--- src/rtl/cgra_sram_arb_pkg.sv ---
// Shared types and constants for the CGRA SRAM bank arbiter.
// Holds the retention FSM state type, the SRAM word/byte-enable widths,
// and a small modular-index helper used by the round-robin search.
package cgra_sram_arb_pkg;

   typedef enum logic [1:0] {
      ACTIVE = 2'd0,
      DRAIN  = 2'd1,
      RET    = 2'd2,
      WAKE   = 2'd3
   } arb_state_e;

   localparam int unsigned SramBeWidth   = 4;
   localparam int unsigned SramDataWidth = 32;

   // (base + offset) mod n, used to walk requesters starting at the pointer.
   function automatic int unsigned wrap_idx(input int unsigned base,
                                            input int unsigned offset,
                                            input int unsigned n);
      return (base + offset) % n;
   endfunction

endpackage

--- src/rtl/cgra_rr_arbiter.sv ---
// Combinational round-robin picker: the winner is the first asserted
// request at or after the priority pointer, searching upward and wrapping.
module cgra_rr_arbiter
   import cgra_sram_arb_pkg::*;
#(
   parameter  int unsigned NumReq   = 4,
   localparam int unsigned IdxWidth = (NumReq > 1) ? $clog2(NumReq) : 1
) (
   input  logic [NumReq-1:0]   i_req,
   input  logic [IdxWidth-1:0] i_ptr,
   output logic [NumReq-1:0]   o_gnt,
   output logic [IdxWidth-1:0] o_idx,
   output logic                o_valid
);

   // Scan requesters from the pointer; the first hit wins and stops the scan.
   always_comb begin
      o_gnt   = '0;
      o_idx   = '0;
      o_valid = 1'b0;
      for (int unsigned i = 0; i < NumReq; i++) begin
         if (!o_valid && i_req[wrap_idx(32'(i_ptr), i, NumReq)]) begin
            o_gnt[wrap_idx(32'(i_ptr), i, NumReq)] = 1'b1;
            o_idx   = IdxWidth'(wrap_idx(32'(i_ptr), i, NumReq));
            o_valid = 1'b1;
         end
      end
   end

endmodule

--- src/rtl/cgra_sram_arbiter.sv ---
// Shares one single-port SRAM bank among NumReq requesters (CGRA columns
// plus host port) with a same-cycle round-robin grant, routes the 1-cycle
// response back to the granted requester, and sequences retention mode.
// Optional feature macro: CGRA_SRAM_ARB_HOST_PRIO_EN gives requester 0
// (host bus) absolute priority; round-robin then covers 1..NumReq-1 only.
//
// Handshake: a requester holds req_i[i] and its fields stable until it sees
// gnt_o[i]=1 in the same cycle; the access is then taken. Exactly one cycle
// later rvalid_o[i]=1 for both reads and writes, with rdata_o valid for reads.
module cgra_sram_arbiter
   import cgra_sram_arb_pkg::*;
#(
   parameter  int unsigned NumReq    = 4,
   parameter  int unsigned NumWords  = 1024,
   localparam int unsigned AddrWidth = (NumWords > 1) ? $clog2(NumWords) : 1
) (
   input  logic                                    clk_i,
   input  logic                                    rst_ni,
   input  logic [NumReq-1:0]                       req_i,
   input  logic [NumReq-1:0]                       we_i,
   input  logic [NumReq-1:0][AddrWidth-1:0]        addr_i,
   input  logic [NumReq-1:0][SramDataWidth-1:0]    wdata_i,
   input  logic [NumReq-1:0][SramBeWidth-1:0]      be_i,
   output logic [NumReq-1:0]                       gnt_o,
   output logic [NumReq-1:0]                       rvalid_o,
   output logic [SramDataWidth-1:0]                rdata_o,
   output logic                                    mem_req_o,
   output logic                                    mem_we_o,
   output logic [AddrWidth-1:0]                    mem_addr_o,
   output logic [SramDataWidth-1:0]                mem_wdata_o,
   output logic [SramBeWidth-1:0]                  mem_be_o,
   output logic                                    mem_set_retentive_o,
   input  logic [SramDataWidth-1:0]                mem_rdata_i,
   input  logic                                    ret_req_i,
   output logic                                    ret_ack_o,
   output arb_state_e                              dbg_state_o
);

   localparam int unsigned IdxWidth = (NumReq > 1) ? $clog2(NumReq) : 1;

   arb_state_e          r_state;
   logic [IdxWidth-1:0] r_rr_ptr;
   logic                r_pend_valid;
   logic [IdxWidth-1:0] r_pend_idx;
   logic                r_ret_ack;

   logic [NumReq-1:0]   w_arb_req;
   logic [NumReq-1:0]   w_arb_gnt;
   logic [IdxWidth-1:0] w_arb_idx;
   logic                w_arb_valid;
   logic [NumReq-1:0]   w_sel_gnt;
   logic [IdxWidth-1:0] w_sel_idx;
   logic                w_sel_valid;
   logic                w_ptr_move;
   logic                w_do_gnt;
   logic [IdxWidth-1:0] w_next_ptr;

   // Requests seen by the round-robin picker (host masked out when it has priority).
   always_comb begin
      w_arb_req = req_i;
`ifdef CGRA_SRAM_ARB_HOST_PRIO_EN
      w_arb_req[0] = 1'b0;
`endif
   end

   cgra_rr_arbiter #(
      .NumReq (NumReq)
   ) u_rr_arbiter (
      .i_req   (w_arb_req),
      .i_ptr   (r_rr_ptr),
      .o_gnt   (w_arb_gnt),
      .o_idx   (w_arb_idx),
      .o_valid (w_arb_valid)
   );

   // Final winner selection; a host win overrides round-robin and leaves the pointer alone.
   always_comb begin
      w_sel_gnt   = w_arb_gnt;
      w_sel_idx   = w_arb_idx;
      w_sel_valid = w_arb_valid;
      w_ptr_move  = 1'b1;
`ifdef CGRA_SRAM_ARB_HOST_PRIO_EN
      if (req_i[0]) begin
         w_sel_gnt   = NumReq'(1);
         w_sel_idx   = '0;
         w_sel_valid = 1'b1;
         w_ptr_move  = 1'b0;
      end
`endif
   end

   // Grants only in ACTIVE, never while retention is requested, never in reset.
   assign w_do_gnt   = rst_ni && (r_state == ACTIVE) && !ret_req_i && w_sel_valid;
   assign w_next_ptr = (w_sel_idx == IdxWidth'(NumReq - 1)) ? '0 : w_sel_idx + 1'b1;

   assign gnt_o       = w_do_gnt ? w_sel_gnt : '0;
   assign mem_req_o   = w_do_gnt;
   assign mem_we_o    = w_do_gnt & we_i[w_sel_idx];
   assign mem_addr_o  = w_do_gnt ? addr_i[w_sel_idx]  : '0;
   assign mem_wdata_o = w_do_gnt ? wdata_i[w_sel_idx] : '0;
   assign mem_be_o    = w_do_gnt ? be_i[w_sel_idx]    : '0;

   assign ret_ack_o           = r_ret_ack;
   assign mem_set_retentive_o = r_ret_ack;
   assign dbg_state_o         = r_state;

   // Response routing; a response pending when reset arrives is dropped at once.
   always_comb begin
      rvalid_o = '0;
      rdata_o  = '0;
      if (rst_ni && r_pend_valid) begin
         rvalid_o[r_pend_idx] = 1'b1;
         rdata_o              = mem_rdata_i;
      end
   end

   // Retention FSM, round-robin pointer and pending-response register.
   always_ff @(posedge clk_i) begin
      if (!rst_ni) begin
         r_state      <= ACTIVE;
         r_rr_ptr     <= '0;
         r_pend_valid <= 1'b0;
         r_pend_idx   <= '0;
         r_ret_ack    <= 1'b0;
      end else begin
         r_pend_valid <= w_do_gnt;
         if (w_do_gnt) begin
            r_pend_idx <= w_sel_idx;
         end
         if (w_do_gnt && w_ptr_move) begin
            r_rr_ptr <= w_next_ptr;
         end
         case (r_state)
            ACTIVE: begin
               if (ret_req_i) begin
                  r_state <= DRAIN;
               end
            end
            DRAIN: begin
               r_state   <= RET;
               r_ret_ack <= 1'b1;
            end
            RET: begin
               if (!ret_req_i) begin
                  r_state   <= WAKE;
                  r_ret_ack <= 1'b0;
               end
            end
            WAKE: begin
               r_state <= ACTIVE;
            end
            default: begin
               r_state   <= ACTIVE;
               r_ret_ack <= 1'b0;
            end
         endcase
      end
   end

endmodule
--- config.mk ---
export PLATFORM = sky130hd
export DESIGN_NAME = cgra_sram_arbiter
export DESIGN_NICKNAME = d
export VERILOG_FILES = /design/src/rtl/cgra_sram_arb_pkg.sv /design/src/rtl/cgra_rr_arbiter.sv /design/src/rtl/cgra_sram_arbiter.sv
export SDC_FILE = /design/constraint.sdc
export NUM_CORES = 1
export LEC_CHECK = 0
export CORE_AREA = 2 2 125 127
export CTS_CLUSTER_DIAMETER = 50
export CTS_CLUSTER_SIZE = 40
export DETAILED_ROUTE_END_ITERATION = 16
export DIE_AREA = 0 0 127 129
export DONT_BUFFER_PORTS = 1
export REMOVE_ABC_BUFFERS = 1
export SYNTH_ARGS = -nofsm -noshare
export SYNTH_HDL_FRONTEND = slang
export SYNTH_HIERARCHICAL = 1
export SYNTH_SLANG_ARGS = --single-unit
--- constraint.sdc ---
create_clock -name clk_i -period 9.7 [get_ports clk_i]
set_clock_uncertainty 0.1 [all_clocks]
set_input_delay 1.94 -clock clk_i [delete_from_list [all_inputs] [get_ports clk_i]]
set_output_delay 1.94 -clock clk_i [all_outputs]
set_load 0.05 [all_outputs]
Word-level counts from Yosys, hierarchy flattened
Cells that the tools add are included.
{"block": "word_totals", "regBits": 8, "out_inout_bits": 92}
{"block": "classes", "add_sub_neg": 4, "n_lt_le_gt_ge": 11, "n_eq_ne": 6, "mux": 50, "bitwise": 4, "reduce_logical": 20}
{"op": "32-bit two-way mux", "count": 3}
{"op": "32-bit binary-select mux with 2-bit select", "count": 1}
{"op": "4-bit two-way mux", "count": 8}
{"op": "10-bit binary-select mux with 2-bit select", "count": 1}
{"op": "10-bit two-way mux", "count": 2}
{"op": "2-bit by 3-bit less-than comparator with 1-bit output, second input constant", "count": 6}
{"op": "1-bit two-way mux", "count": 15}
{"op": "2-bit two-way mux", "count": 7}
{"op": "1-bit logical AND", "count": 12}
{"op": "4-bit bitwise OR", "count": 3}
{"op": "1-bit binary-select mux with 2-bit select", "count": 5}
{"op": "1-bit demux with 2-bit select", "count": 5}
{"op": "2-bit by 1-bit >= comparator with 1-bit output, second input constant", "count": 5}
{"op": "4-bit binary-select mux with 2-bit select", "count": 1}
{"op": "2-bit one-hot mux with 4 select lines", "count": 1}
{"op": "2-bit == test, second input constant", "count": 3}
{"op": "2-bit by 1-bit adder with 2-bit output, second input constant", "count": 2}
{"op": "2-bit adder, second input constant", "count": 2}
{"op": "1-bit logical NOT", "count": 4}
{"op": "2-bit inequality test, second input constant", "count": 2}
{"op": "2-bit AND reduction", "count": 2}
{"op": "2-bit by 1-bit == test with 1-bit output, second input constant", "count": 1}
{"op": "2-bit logical NOT", "count": 1}
{"op": "1-bit one-hot mux with 2 select lines", "count": 1}
{"op": "2 further kinds", "count": 2}

Depth between registers and ports, before layout
{"block": "logic_depth", "ltp_word": 15, "ltp_mapped": 13}

Hierarchy
Netlist, hierarchy kept.
{"module": "cgra_sram_arbiter", "n_inst": 1, "cells_per_inst": 199, "area_per_inst_um2": 2117.0}
{"module": "cgra_rr_arbiter", "n_inst": 1, "cells_per_inst": 45, "area_per_inst_um2": 419.2}

Least setup slack after synthesis
No wires, ideal clock.
{"block": "synth_timing", "kind": "input to output", "startpoint": "in req_i[3]", "endpoint": "out mem_addr_o[5]", "arrival_time_ns": 4.296, "required_time_ns": 7.660, "setup_slack_ns": 3.364, "cell_stages": 7, "path_buffers": 3, "cell_sequence": "mux4_2 > clkbuf_1 > o31ai_1 > buf_6 > buf_2 > mux4_2 > and2_1"}
{"block": "synth_between", "elab_chain_len": 15}
{"item": "start, declared", "line": "cgra_sram_arbiter.sv:19", "text": "input logic [NumReq-1:0] req_i,"}
{"item": "1-bit binary-select mux with 2-bit select", "line": "cgra_rr_arbiter.sv:22", "text": "if (!o_valid && i_req[wrap_idx(32'(i_ptr), i, NumReq)]) begin"}
{"item": "1-bit two-way mux (not written as such)", "line": "cgra_rr_arbiter.sv:22"}
{"item": "1-bit two-way mux", "line": "cgra_rr_arbiter.sv:22"}
{"item": "1-bit logical NOT", "line": "cgra_rr_arbiter.sv:22"}
{"item": "1-bit logical AND", "line": "cgra_rr_arbiter.sv:22"}
{"item": "1-bit two-way mux", "line": "cgra_rr_arbiter.sv:22"}
{"item": "1-bit logical NOT", "line": "cgra_rr_arbiter.sv:22"}
{"item": "1-bit logical AND", "line": "cgra_rr_arbiter.sv:22"}
{"item": "1-bit two-way mux", "line": "cgra_rr_arbiter.sv:22"}
{"item": "1-bit logical NOT", "line": "cgra_rr_arbiter.sv:22"}
{"item": "1-bit logical AND", "line": "cgra_rr_arbiter.sv:22"}
{"item": "2-bit two-way mux (*)", "line": "cgra_rr_arbiter.sv:22"}
{"item": "named net w_arb_idx[0]", "line": "cgra_sram_arbiter.sv:49", "text": "logic [IdxWidth-1:0] w_arb_idx;"}
{"item": "10-bit binary-select mux with 2-bit select (*)", "line": "cgra_sram_arbiter.sv:99", "text": "assign mem_addr_o = w_do_gnt ? addr_i[w_sel_idx] : '0;"}
{"item": "10-bit two-way mux (not written as such) (*)", "line": "cgra_sram_arbiter.sv:99"}
{"item": "10-bit two-way mux (*)", "line": "cgra_sram_arbiter.sv:99"}
{"item": "end, declared", "line": "cgra_sram_arbiter.sv:29", "text": "output logic [AddrWidth-1:0] mem_addr_o,"}
The timed path passes the listed nets; every way through them passes the cells marked *. The select of a mux whose other input is x is not followed.

Final worst setup path
{"block": "layout_timing", "startpoint": "in req_i[2]", "endpoint": "out mem_wdata_o[1]"}
{"block": "layout_between", "elab_chain_len": 15}
{"item": "1-bit binary-select mux with 2-bit select", "line": "cgra_rr_arbiter.sv:22"}
{"item": "1-bit two-way mux (not written as such)", "line": "cgra_rr_arbiter.sv:22"}
{"item": "1-bit two-way mux", "line": "cgra_rr_arbiter.sv:22"}
{"item": "1-bit logical NOT", "line": "cgra_rr_arbiter.sv:22"}
{"item": "1-bit logical AND", "line": "cgra_rr_arbiter.sv:22"}
{"item": "1-bit two-way mux", "line": "cgra_rr_arbiter.sv:22"}
{"item": "1-bit logical NOT", "line": "cgra_rr_arbiter.sv:22"}
{"item": "1-bit logical AND", "line": "cgra_rr_arbiter.sv:22"}
{"item": "1-bit two-way mux", "line": "cgra_rr_arbiter.sv:22"}
{"item": "1-bit logical NOT", "line": "cgra_rr_arbiter.sv:22"}
{"item": "1-bit logical AND", "line": "cgra_rr_arbiter.sv:22"}
{"item": "2-bit two-way mux (*)", "line": "cgra_rr_arbiter.sv:22"}
{"item": "named net w_arb_idx[0]", "line": "cgra_sram_arbiter.sv:49"}
{"item": "32-bit binary-select mux with 2-bit select (*)", "line": "cgra_sram_arbiter.sv:100", "text": "assign mem_wdata_o = w_do_gnt ? wdata_i[w_sel_idx] : '0;"}
{"item": "32-bit two-way mux (not written as such) (*)", "line": "cgra_sram_arbiter.sv:100"}
{"item": "32-bit two-way mux (*)", "line": "cgra_sram_arbiter.sv:100"}
{"item": "end, declared", "line": "cgra_sram_arbiter.sv:30", "text": "output logic [SramDataWidth-1:0] mem_wdata_o,"}
Marks and branches as above.

==> results.txt <==
Number of CTS-inserted buffers -> 3
Main flop type after synthesis -> dfxtp_1
Vias in the first global route -> 2197
Cell count after synthesis -> 244
Vias -> 2266
Synthesis-stage register bit count -> 8
Initial Util -> 16.9%
Max clock buf depth -> 2
Worst Setup Start Kind -> primary input
Syn Area/Cell -> 10.4 sq um
RSZ-0062 raised after global routing -> no
Final period util -> 71.7%
CTS root buf -> clkbuf_16
Width of the die -> 127 microns
Hold_buf cts -> 0
Crit-path max FO -> 47
Layout cells sized above 1 -> 28.8%
Util after Layout -> 18.3%
Num rows -> 45
Core area -> 0.0150 sq mm
Resized cells post-CTS -> 0
Clock Pin Slew Worst Setup and Hold Paths -> 0.04 ns
WL final -> 11800 microns
Drt first pass iters -> 4
Worst-margin pin slew -> 0.973 ns
Power after layout -> 826 uW
Clock Latency Late Sink -> 0.23 ns
Vias per cell -> 5.40
FMAX -> 144 MHz
Slew Viols, Final -> 0
Die Area -> 0.0164 sq mm
CTS sink cnt -> 8
Gr usage total -> 12.7%
Max-cap check violation count -> 0
Final setup viols -> 0
RePlAce Congestion -> 1.04
Asr flop ratio synth -> 0%
Synth-to-layout area growth -> 8.34%
Critical setup path kind -> primary input to output port
Rel. slew slack -> 35.0%
DP HPWL -> 10100 microns
Wire length per cell -> 28.0 microns
Status -> finished, final reports clean
WP data arrival -> 4.92 ns
P per Cell Area -> 301 mW/mm^2
DR iter-0 viols -> 113
Synth warn -> 6
DIE HEIGHT -> 129 microns
Routed Antenna Nets -> 0
Required @ worst endpoint -> 7.66 ns
Area post-placement -> 0.00265 sq mm
Final nets -> 461
Worst hold-check path type -> register to register
Mapped Area -> 0.00254 sq mm
Buffers on Ports -> 0
Drt drc -> 0
First-pass GRT wire length -> 15300 microns
Worst Slack Setup Final -> 2.74 ns
GRT overflow -> 0
Unique masters post-synth -> 35
H-tree depth -> 1
Tmin final -> 6.96 ns
CTS tree -> built
Final hold vios -> 0
Sequential fraction of the synthesis area -> 6.31%
Maximum vdd drop -> 0.0947 mV
Leak -> 0.000991 uW
Pre-CTS setup slack -> 2.63 ns
Post-synth EDFFs -> 0
Largest net degree at the start of global routing -> 56
Postcts setup bufs -> 0
Design area -> 0.00275 sq mm
Initial antenna violation count -> 9
Endpoint class of the critical path -> output port
I/O pin cnt -> 319
Setup TNS -> 0 ns
routing by layer:
layer | up-vias | routed length (microns) | global-route usage [%] | part of all wire (%)
li1 | 922 | - | - | -
met1 | 1115 | 4140 | 13.4 | 35
met2 | 215 | 6010 | 23.0 | 51
met3 | 14 | 1350 | 5.36 | 11
met4 | 0 | 263 | 4.01 | 2.2
met5 | - | 0 | 1.18 | 0
where the power goes:
group | internal [uW] | switching [uW] | total, uW
combinational | 264 | 398 | 662
clock | 53.2 | 16.3 | 69.5
sequential | 44.2 | 50.3 | 94.4
final timing paths:
check / startpoint / endpoint / slack, ns / cells past startpoint
min: r_pend_idx[0] / r_pend_idx[0] / 0.46 / 2
max: req_i[2] / mem_wdata_o[1] / 2.74 / 7
min reg2reg: r_pend_idx[0] / r_pend_idx[0] / 0.46 / 2
max reg2reg: r_rr_ptr[0] / r_rr_ptr[1] / 6.41 / 9
registers in the layout (all words and copies together) (netlist names):
| name | cells |
|---|---|
| mem_set_retentive_o | 1 |
| r_rr_ptr | 2 |
| r_pend_idx | 2 |
| dbg_state_o | 2 |
| r_pend_valid | 1 |
cells in the final DEF, fill, tap and decap left out, types with 3 or more instances in the layout:
| cell | count |
|---|---|
| mux4_2 | 49 |
| a22oi_1 | 8 |
| nand3_1 | 4 |
| nand2_1 | 9 |
| mux2i_1 | 3 |
| o21ai_0 | 6 |
| dfxtp_1 | 8 |
| and3_1 | 32 |
| and2_1 | 51 |
| inv_1 | 8 |
| clkbuf_16 | 3 |
| ha_1 | 10 |
| nor2_1 | 4 |
| diode_2 | 10 |
logic make-up (layout without fill, tap and decap cells):
kind of cell	Yosys count	in the layout	synth area share, %
multiplexers	56	56	47.7
adder cells (fa/ha/maj)	10	10	4.93
buffers and inverters	36	14	7.99
other	0	10	0
flip-flops	8	8	6.31
AND/OR/NAND/NOR	112	112	27.1
AO/OA/AOI/OAI	22	22	5.97
stage by stage:
stage / std cells / hold WS (ns)
2_1_floorplan: 217 / 0.364
3_3_place_gp: 407 / 0.476
3_5_place_dp: 407 / 0.478
4_1_cts: 410 / 0.485
5_1_grt: 419 / 0.494
6_report: 420 / 0.459
worst max-delay path, cell delays in order:
cell,delay [ns]
mux4_2,0.58
and2b_2,0.31
o21ai_0,0.15
o31ai_4,0.15
buf_4,0.71
mux4_2,0.68
and2_1,0.37
cells in the mapped netlist, types with 4 or more instances:
master    count  area, sq um
a22oi_1       8         60.1
and2_1       51          319
and3_1       32          200
buf_2         7         35.0
clkbuf_1     14         52.6
dfxtp_1       8          160
ha_1         10          125
inv_1         8         30.0
mux4_2       49         1100
nand2_1       9         33.8
nand3_1       4         20.0
nor2_1        4         15.0
o21ai_0       6         30.0
layout make-up:
type / count / area [sq um]
clock buffer: 3 / 75.1
fill: 1662 / 12200
timing repair buffer: 2 / 15.0
antenna: 10 / 25.0
tap: 188 / 235
multi-input combinational: 200 / 2200
sequential: 8 / 160
inverter: 9 / 33.8
Note: power is estimated with default switching activity, not from simulation.
